$ cat src/rtl/mem_access_unit_pkg.sv
// Shared encodings for the data-memory access stage: access sizes, FSM states
// and the bus-timeout counter width.
package mem_access_unit_pkg;

    localparam logic [1:0] SZ_BYTE = 2'b00;
    localparam logic [1:0] SZ_HALF = 2'b01;
    localparam logic [1:0] SZ_WORD = 2'b10;

    localparam int TMO_W = 8;

    typedef enum logic [2:0] {
        ST_IDLE  = 3'd0,
        ST_REQ   = 3'd1,
        ST_WAIT  = 3'd2,
        ST_DRAIN = 3'd3,
        ST_DONE  = 3'd4
    } state_e;

endpackage

$ cat src/rtl/mem_access_unit_lane.sv
// Combinational lane former: byte enables, lane-replicated store data and the
// misalignment flag for a given size and low address bits.
module store_lane_gen
    import mem_access_unit_pkg::*;
(
    input  logic [1:0]  i_size,
    input  logic [1:0]  i_addr_lo,
    input  logic [31:0] i_wdata,
    output logic [3:0]  o_be,
    output logic [31:0] o_wdata,
    output logic        o_misaligned
);

    // Lane selection and alignment check by access size
    always_comb begin
        o_be         = 4'b1111;
        o_wdata      = i_wdata;
        o_misaligned = 1'b0;
        case (i_size)
            SZ_BYTE: begin
                o_be         = 4'b0001 << i_addr_lo;
                o_wdata      = {4{i_wdata[7:0]}};
                o_misaligned = 1'b0;
            end
            SZ_HALF: begin
                o_be         = i_addr_lo[1] ? 4'b1100 : 4'b0011;
                o_wdata      = {2{i_wdata[15:0]}};
                o_misaligned = i_addr_lo[0];
            end
            default: begin
                o_be         = 4'b1111;
                o_wdata      = i_wdata;
                o_misaligned = (i_addr_lo != 2'b00);
            end
        endcase
    end

endmodule

$ cat src/rtl/mem_access_unit.sv
// Data-memory access stage: alignment check, req/gnt/rvalid bus handshake with
// timeout, pipeline stall, and latched load info for the split_byte stage.
module mem_access_unit
    import mem_access_unit_pkg::*;
#(
    parameter int unsigned TIMEOUT_CYCLES = 255
) (
    input  logic        clk,
    input  logic        rst_n,
    input  logic        req_valid,
    input  logic        req_we,
    input  logic [1:0]  req_size,
    input  logic        req_sign,
    input  logic [31:0] req_addr,
    input  logic [31:0] req_wdata,
    input  logic        flush,
    output logic        stall,
    output logic        done,
    output logic [31:0] load_word,
    output logic [31:0] load_addr,
    output logic [1:0]  load_size,
    output logic        load_sign,
    output logic        exc_adel,
    output logic        exc_ades,
    output logic        exc_bus,
    output logic [31:0] bad_vaddr,
    output logic        mem_req,
    output logic        mem_we,
    output logic [3:0]  mem_be,
    output logic [31:0] mem_addr,
    output logic [31:0] mem_wdata,
    input  logic        mem_gnt,
    input  logic        mem_rvalid,
    input  logic [31:0] mem_rdata
);

    localparam logic [TMO_W-1:0] TMO_LAST = TMO_W'(TIMEOUT_CYCLES - 1);

    state_e            r_state;
    state_e            w_next;
    logic              r_we;
    logic [1:0]        r_size;
    logic              r_sign;
    logic [31:0]       r_addr;
    logic [3:0]        r_be;
    logic [31:0]       r_wdata;
    logic [31:0]       r_load_word;
    logic [TMO_W-1:0]  r_cnt;
    logic              r_exc_bus;

    logic [3:0]        w_be;
    logic [31:0]       w_wdata;
    logic              w_misaligned;
    logic              w_idle;
    logic              w_live_req;
    logic              w_accept;
    logic              w_exc;
    logic              w_tmo;
    logic              w_capture;
    logic              w_timeout;

    store_lane_gen u_lane (
        .i_size       (req_size),
        .i_addr_lo    (req_addr[1:0]),
        .i_wdata      (req_wdata),
        .o_be         (w_be),
        .o_wdata      (w_wdata),
        .o_misaligned (w_misaligned)
    );

    assign w_idle     = (r_state == ST_IDLE);
    assign w_live_req = w_idle & req_valid & ~flush;
    assign w_accept   = w_live_req & ~w_misaligned;
    assign w_exc      = w_live_req & w_misaligned;
    assign w_tmo      = (r_cnt == TMO_LAST);

    // Next-state logic; gnt/rvalid win over a same-cycle flush
    always_comb begin
        w_next    = r_state;
        w_capture = 1'b0;
        w_timeout = 1'b0;
        case (r_state)
            ST_IDLE: begin
                if (w_accept) w_next = ST_REQ;
                else          w_next = ST_IDLE;
            end
            ST_REQ: begin
                if (mem_gnt) begin
                    w_next = r_we ? ST_DONE : ST_WAIT;
                end else if (flush) begin
                    w_next = ST_IDLE;
                end else if (w_tmo) begin
                    w_next    = ST_DONE;
                    w_timeout = 1'b1;
                end else begin
                    w_next = ST_REQ;
                end
            end
            ST_WAIT: begin
                if (mem_rvalid) begin
                    w_next    = ST_DONE;
                    w_capture = 1'b1;
                end else if (flush) begin
                    w_next = ST_DRAIN;
                end else if (w_tmo) begin
                    w_next    = ST_DONE;
                    w_timeout = 1'b1;
                end else begin
                    w_next = ST_WAIT;
                end
            end
            ST_DRAIN: begin
                if (mem_rvalid) w_next = ST_IDLE;
                else            w_next = ST_DRAIN;
            end
            ST_DONE: w_next = ST_IDLE;
            default: w_next = ST_IDLE;
        endcase
    end

    // State register
    always_ff @(posedge clk or negedge rst_n) begin
        if (!rst_n) r_state <= ST_IDLE;
        else        r_state <= w_next;
    end

    // Request latch at accept; loads carry zero write data on the bus
    always_ff @(posedge clk or negedge rst_n) begin
        if (!rst_n) begin
            r_we    <= 1'b0;
            r_size  <= 2'b00;
            r_sign  <= 1'b0;
            r_addr  <= 32'h0;
            r_be    <= 4'b0000;
            r_wdata <= 32'h0;
        end else if (w_accept) begin
            r_we    <= req_we;
            r_size  <= req_size;
            r_sign  <= req_sign;
            r_addr  <= req_addr;
            r_be    <= w_be;
            r_wdata <= req_we ? w_wdata : 32'h0;
        end
    end

    // Timeout counter spans REQ and WAIT together
    always_ff @(posedge clk or negedge rst_n) begin
        if (!rst_n)                                          r_cnt <= '0;
        else if (w_accept)                                   r_cnt <= '0;
        else if ((r_state == ST_REQ) || (r_state == ST_WAIT)) r_cnt <= r_cnt + TMO_W'(1);
    end

    // Completion data: captured read word, or zero with bus error on timeout
    always_ff @(posedge clk or negedge rst_n) begin
        if (!rst_n) begin
            r_load_word <= 32'h0;
            r_exc_bus   <= 1'b0;
        end else begin
            if (w_capture)      r_load_word <= mem_rdata;
            else if (w_timeout) r_load_word <= 32'h0;
            if ((r_state == ST_REQ) || (r_state == ST_WAIT)) r_exc_bus <= w_timeout;
        end
    end

    assign stall     = w_accept | (r_state == ST_REQ) | (r_state == ST_WAIT) | (r_state == ST_DRAIN);
    assign done      = (r_state == ST_DONE);
    assign exc_bus   = (r_state == ST_DONE) & r_exc_bus;
    assign exc_adel  = w_exc & ~req_we;
    assign exc_ades  = w_exc & req_we;
    assign bad_vaddr = w_exc ? req_addr : 32'h0;
    assign load_word = r_load_word;
    assign load_addr = r_addr;
    assign load_size = r_size;
    assign load_sign = r_sign;
    assign mem_req   = (r_state == ST_REQ);
    assign mem_we    = r_we;
    assign mem_be    = r_be;
    assign mem_addr  = {r_addr[31:2], 2'b00};
    assign mem_wdata = r_wdata;

endmodule

$ cat config.mk
export PLATFORM = sky130hd
export DESIGN_NAME = mem_access_unit
export DESIGN_NICKNAME = d
export VERILOG_FILES = /design/src/rtl/mem_access_unit_pkg.sv /design/src/rtl/mem_access_unit_lane.sv /design/src/rtl/mem_access_unit.sv
export SDC_FILE = /design/constraint.sdc
export NUM_CORES = 1
export LEC_CHECK = 0
export ABC_AREA = 1
export CORE_MARGIN = 4
export CORE_UTILIZATION = 37
export DETAILED_ROUTE_END_ITERATION = 8
export GPL_TIMING_DRIVEN = 0
export HOLD_SLACK_MARGIN = 0.08
export PLACE_DENSITY_LB_ADDON = 0.1
export SLEW_MARGIN = 20
export SYNTH_ARGS = -nofsm -noshare
export SYNTH_HDL_FRONTEND = slang
export SYNTH_SLANG_ARGS = --single-unit
$ cat constraint.sdc
create_clock -name clk -period 1.6 [get_ports clk]
set_input_delay 0.4 -clock clk [delete_from_list [all_inputs] [get_ports clk]]
set_output_delay 0.4 -clock clk [all_outputs]
set_load 0.03 [all_outputs]
; Yosys cells after proc, flatten, opt, wreduce, memory -nomap -nowiden
; Cells that the tools add are included.
[totals]
register_bits = 116
inputBits = 106
output_inout_bits = 174
[classes]
add_sub_neg = 1
n_eq_ne = 6
shift = 1
mux = 27
n_bitwise = 13
n_reduce_logical = 6
[ops]
columns = cell, n
row1 = 32-bit two-way mux, 4
row2 = 32-bit case mux with 2 select lines, 1
row3 = 3-bit two-way mux, 7
row4 = 8-bit two-way mux, 2
row5 = 3-bit case mux with 4 select lines, 1
row6 = 8-bit by 1-bit adder with 8-bit output (second input constant), 1
row7 = 8-bit equality test (second input constant), 1
row8 = 4-bit case mux with 2 select lines, 1
row9 = 1-bit AND, 7
row10 = 1-bit two-way mux, 7
row11 = 3-bit by 2-bit equality test with 1-bit output (second input constant), 2
row12 = 2-bit nonzero test, 3
row13 = 4-bit two-way mux, 1
row14 = 1-bit case mux with 2 select lines, 2
row15 = 1-bit by 2-bit left shift with 4-bit output (first input constant), 1
row16 = 3-bit by 1-bit equality test with 1-bit output (second input constant), 1
row17 = 3-bit equality test (second input constant), 1
row18 = 3-bit zero test, 1
row19 = 1-bit NOT, 3
row20 = 1-bit bitwise OR, 3
row21 = 2-bit by 1-bit equality test with 1-bit output (second input constant), 1
row22 = 2-bit zero test, 1
row23 = 2-bit two-way mux, 1
row24 = 1-bit logical OR, 1

; Longest topological paths before layout
[depth]
word_depth = 7
ltp_mapped = 10

; Hierarchy
; Synthesis repeated with hierarchy kept, for this count alone.
[hier_totals]
hier_cells = 722
area_unflattened_um2 = 5896.9
[modules_own_cells]
columns = mod, n_inst, cells_per_inst, area_per_inst_um2, seq_area_each_um2
row1 = mem_access_unit, 1, 622, 5280.1, 2902.8
row2 = store_lane_gen, 1, 100, 616.8, 0.0

; Worst setup path after synthesis
; No wires, ideal clock.
[synth_path]
path_type = flip-flop to output port
start = register r_state[1]
end = output port bad_vaddr[10]
arrival_time_ns = 1.476
required_ns = 1.200
path_slack_ns = -0.276
stages_incl_launch_ff = 7
cell_sequence = dfrtp_1 nor2_1 inv_1 nor2_2 nand3_1 buf_2 nor2_1
[synth_between]
elab_chain_cells = 5
[synth_lines]
columns = item, line
row1 = "start, declared", mem_access_unit.sv:39  ; state_e r_state;
row2 = "start signal, assigned", mem_access_unit.sv:124  ; else r_state <= w_next;
row3 = 3-bit zero test, mem_access_unit.sv:71  ; assign w_idle = (r_state == ST_IDLE);
row4 = 1-bit AND (2 in a row), mem_access_unit.sv:72  ; assign w_live_req = w_idle & req_valid & ~flush;
row5 = 1-bit AND, mem_access_unit.sv:74  ; assign w_exc = w_live_req & w_misaligned;
row6 = 32-bit two-way mux, mem_access_unit.sv:170  ; assign bad_vaddr = w_exc ? req_addr : 32'h0;
row7 = "end, declared", mem_access_unit.sv:26  ; output logic [31:0] bad_vaddr,
; No other way between the ends.

; Worst setup path in the final report
[layout_path]
start = register r_state[1]
end = output port bad_vaddr[19]
; Same word-level chain as after synthesis.

==> results_dict.tcl <==
set metrics [dict create \
    min_path_cells 2 \
    fin_crit_ps 2270 \
    synth-edff-count 0 \
    die_w_um 130 \
    cts_root_buf "clkbuf_16" \
    syn_avg_cell_area_um2 7.86 \
    clock_latency_ps 410 \
    yosys.cell_types.count 25 \
    wl_per_cell_um 15.3 \
    die_area_um2 17000 \
    numCtsBuffers 17 \
    timing.rr.start "r_state[1]" \
    rows 44 \
    synth-seq-area-share_pct 52.5 \
    ys_top_cells_by_area "dfrtp_1 53%, nand2_1 17%, nor2_1 5.6%" \
    yosysMostFrequentCell "nand2_1" \
    synth_warnings 0 \
    grt_pass1_wl_mm 29.0 \
    clkTransAtPathRegs_ps 60 \
    reg2reg_slack_ps 40 \
    synth_top_area_cell "dfrtp_1" \
    nNetsFinal 1131 \
    vdd_drop_max_v 0.000884 \
    final_util_pct 65.7 \
    rsz0062_at_grt "yes" \
    grt-ovfl-total 0 \
    p_leak_nw 4.94 \
    htree_levels 4 \
    worst_ep_arrival_time_ps 1870 \
    grt_pass1_vias 5583 \
    fmax_mhz 440 \
    core-area_um2 14600 \
    critPathKind "flip-flop to output pin" \
    finalSetupViolations 39 \
    initial_utilization_pct 37.9 \
    hpwlAfterDp_mm 13.6 \
    synth_compound_area_share_pct 6.16 \
    reg2reg_to "load_addr[9]" \
    period_share_pct 142 \
    netlist_instances 703 \
    yosys.area.top_type_share_pct 52.5 \
    holdPathEnd "mem_wdata[0]" \
    final_area_um2 9580 \
    vias 5698 \
    synth_top_family_by_area "simple AND/OR/NAND/NOR gates" \
    drive_above_1_share_pct 28.4 \
    grt_antenna_before_repair 0 \
    power.density_nw_per_um2 1870 \
    finalHoldViolations 0 \
    portBuffers 277 \
    hp-start "mem_wdata[0]" \
    worst_slack_ps -672 \
    synth_xor_area_share_pct 0.158 \
    netlist_area_um2 5530 \
    worst_pin_slew_ps 525 \
    cp-start-kind "flip-flop" \
    cts.sinks 116 \
    grt_max_degree 68 \
    skew_ps 6.56 \
    synthTopCellsByCount "245 x nand2_1, 116 x dfrtp_1, 83 x nor2_1" \
    n_antenna_cell 0 \
    area_delta_synth_final_pct 73.3 \
    fillers 1301 \
    cp_max_fo 5 \
    route.detailed.drc 0 \
    synth_top_flop_cell "dfrtp_1" \
    grt_usage_pct 22.0 \
    hold_path_class "flip-flop to flip-flop" \
    finalWeightedCongestion 0.840 \
    synthAdderAreaFrac_pct 0.453 \
    drtIter0Drc 338 \
    relSlewSlack_pct 65.0 \
    ys_seq_elements 116 \
    final-max-slew-violation-count 0 \
    wirelength_mm 18.7 \
    drt-pass1-iter-count 5 \
    clockBufferDepth 2 \
    p_total_w 0.0179 \
    yosys.area_share.simple_pct 29.1 \
    endpoint_kind "output pin" \
    io_pins 280 \
    muxShareOfSynthArea_pct 0 \
    max_cap_violations 0 \
    violations "setup timing" \
    worstPathRequired_ps 1200 \
    placed_area_um2 8890 \
    avgViaCountPerCell 4.67 \
    status "finished, violations left" \
    r2r_cells 8 \
    ant_nets 0 \
    async_flop_share_pct 100 \
    cts_tree "yes" \
    fp.dieH_um 130 \
]
## logic make-up (layout without fill, tap and decap cells)
group                    count (synthesis)  after routing
AND/OR/NAND/NOR                        400            400
buffers and inverters                  118            450
flip-flops                             116            116
AO/OA/AOI/OAI                           65             65
adder cells (fa/ha/maj)                  2              2
other                                    1              2
XOR/XNOR                                 1              1
## final cells by class
cell class,instances,area (um2),area share [%]
buffer,65,533,5.56
inverter,53,199,2.08
clock inverter,13,183,1.91
sequential,116,2910,30.3
tap,184,230,2.40
timing repair buffer,300,2750,28.7
clock buffer,19,443,4.62
multi-input combinational,470,2330,24.3
## registers in the layout, indices dropped and copies added, names as in the netlist
name       count
mem_we         1
r_exc_bus      1
load_size      2
mem_be         4
mem_wdata     32
load_word     32
load_addr     32
r_cnt          8
load_sign      1
r_state        3
## cells in the final DEF (no fill, tap or decap), drive strengths merged, types with 5 or more instances in the layout
cell type	count
a21oi	9
buf	151
clkbuf	61
clkdlybuf4s15	53
clkdlybuf4s50	100
clkinv	8
dfrtp	116
dlygate4sd2	18
inv	53
nand2	247
nand3	56
nor2	88
o21a	5
o21ai	50
## worst max-delay path by stage
| stage | startpoint | to | slack, ps | cells past startpoint |
|---|---|---|---|---|
| 2_1_floorplan | r_state[0] | bad_vaddr[10] | -110 | 6 |
| 3_3_place_gp | rst_n | mem_wdata[28] | -4650 | 1 |
| 5_1_grt | r_state[2] | bad_vaddr[19] | -730 | 8 |
| 4_1_cts | r_state[1] | bad_vaddr[15] | -700 | 8 |
| 6_report | r_state[1] | bad_vaddr[19] | -670 | 8 |
| 3_5_place_dp | flush | stall | -1340 | 9 |
## per-layer routing
metal	global-route usage, %	vias to the layer above	share of wire, %
met1	27.1	2664	40
li1	-	2795	-
met3	7.57	21	9.7
met5	0	-	0
met4	7.15	0	1.4
met2	36.4	218	49
## where the power goes
| part | internal, W | total (W) | switching, W | leakage [nW] |
|---|---|---|---|---|
| clock network | 0.00264 | 0.00403 | 0.00139 | 0.307 |
| registers | 0.00419 | 0.00503 | 0.000834 | 1.48 |
| logic | 0.00322 | 0.00887 | 0.00565 | 3.16 |
## per-stage QoR
step | worst slack (ps) | TNS [ps] | instances | hold WS [ps]
after floorplan | -115 | -3030 | 704 | 104
after global placement | -4650 | -625010 | 1165 | 462
after detailed placement | -1340 | -88690 | 1166 | 381
after CTS | -704 | -23030 | 1216 | 472
after global routing | -733 | -26230 | 1220 | 493
final | -672 | -22180 | 1220 | 473
## critical path, stage by stage, from the launching register on
cell,delay [ps]
dfrtp_1,410
nor2_4,130
inv_2,60
nor2_4,140
nand3_4,150
buf_12,180
buf_12,140
nor2_4,100
buf_6,140
## timing repair
| action | in CTS | in global routing |
|---|---|---|
| hold buffers | 1 | 0 |
| setup endpoints to repair | 268 | 185 |
| setup buffers | 14 | 5 |
| gates resized for setup | 599 | 114 |
| endpoints found under the hold margin | 49 | 0 |
| gates cloned | 3 | 1 |
| pin swaps | 10 | 7 |
No activity file was read; power rests on OpenSTA's default activity.
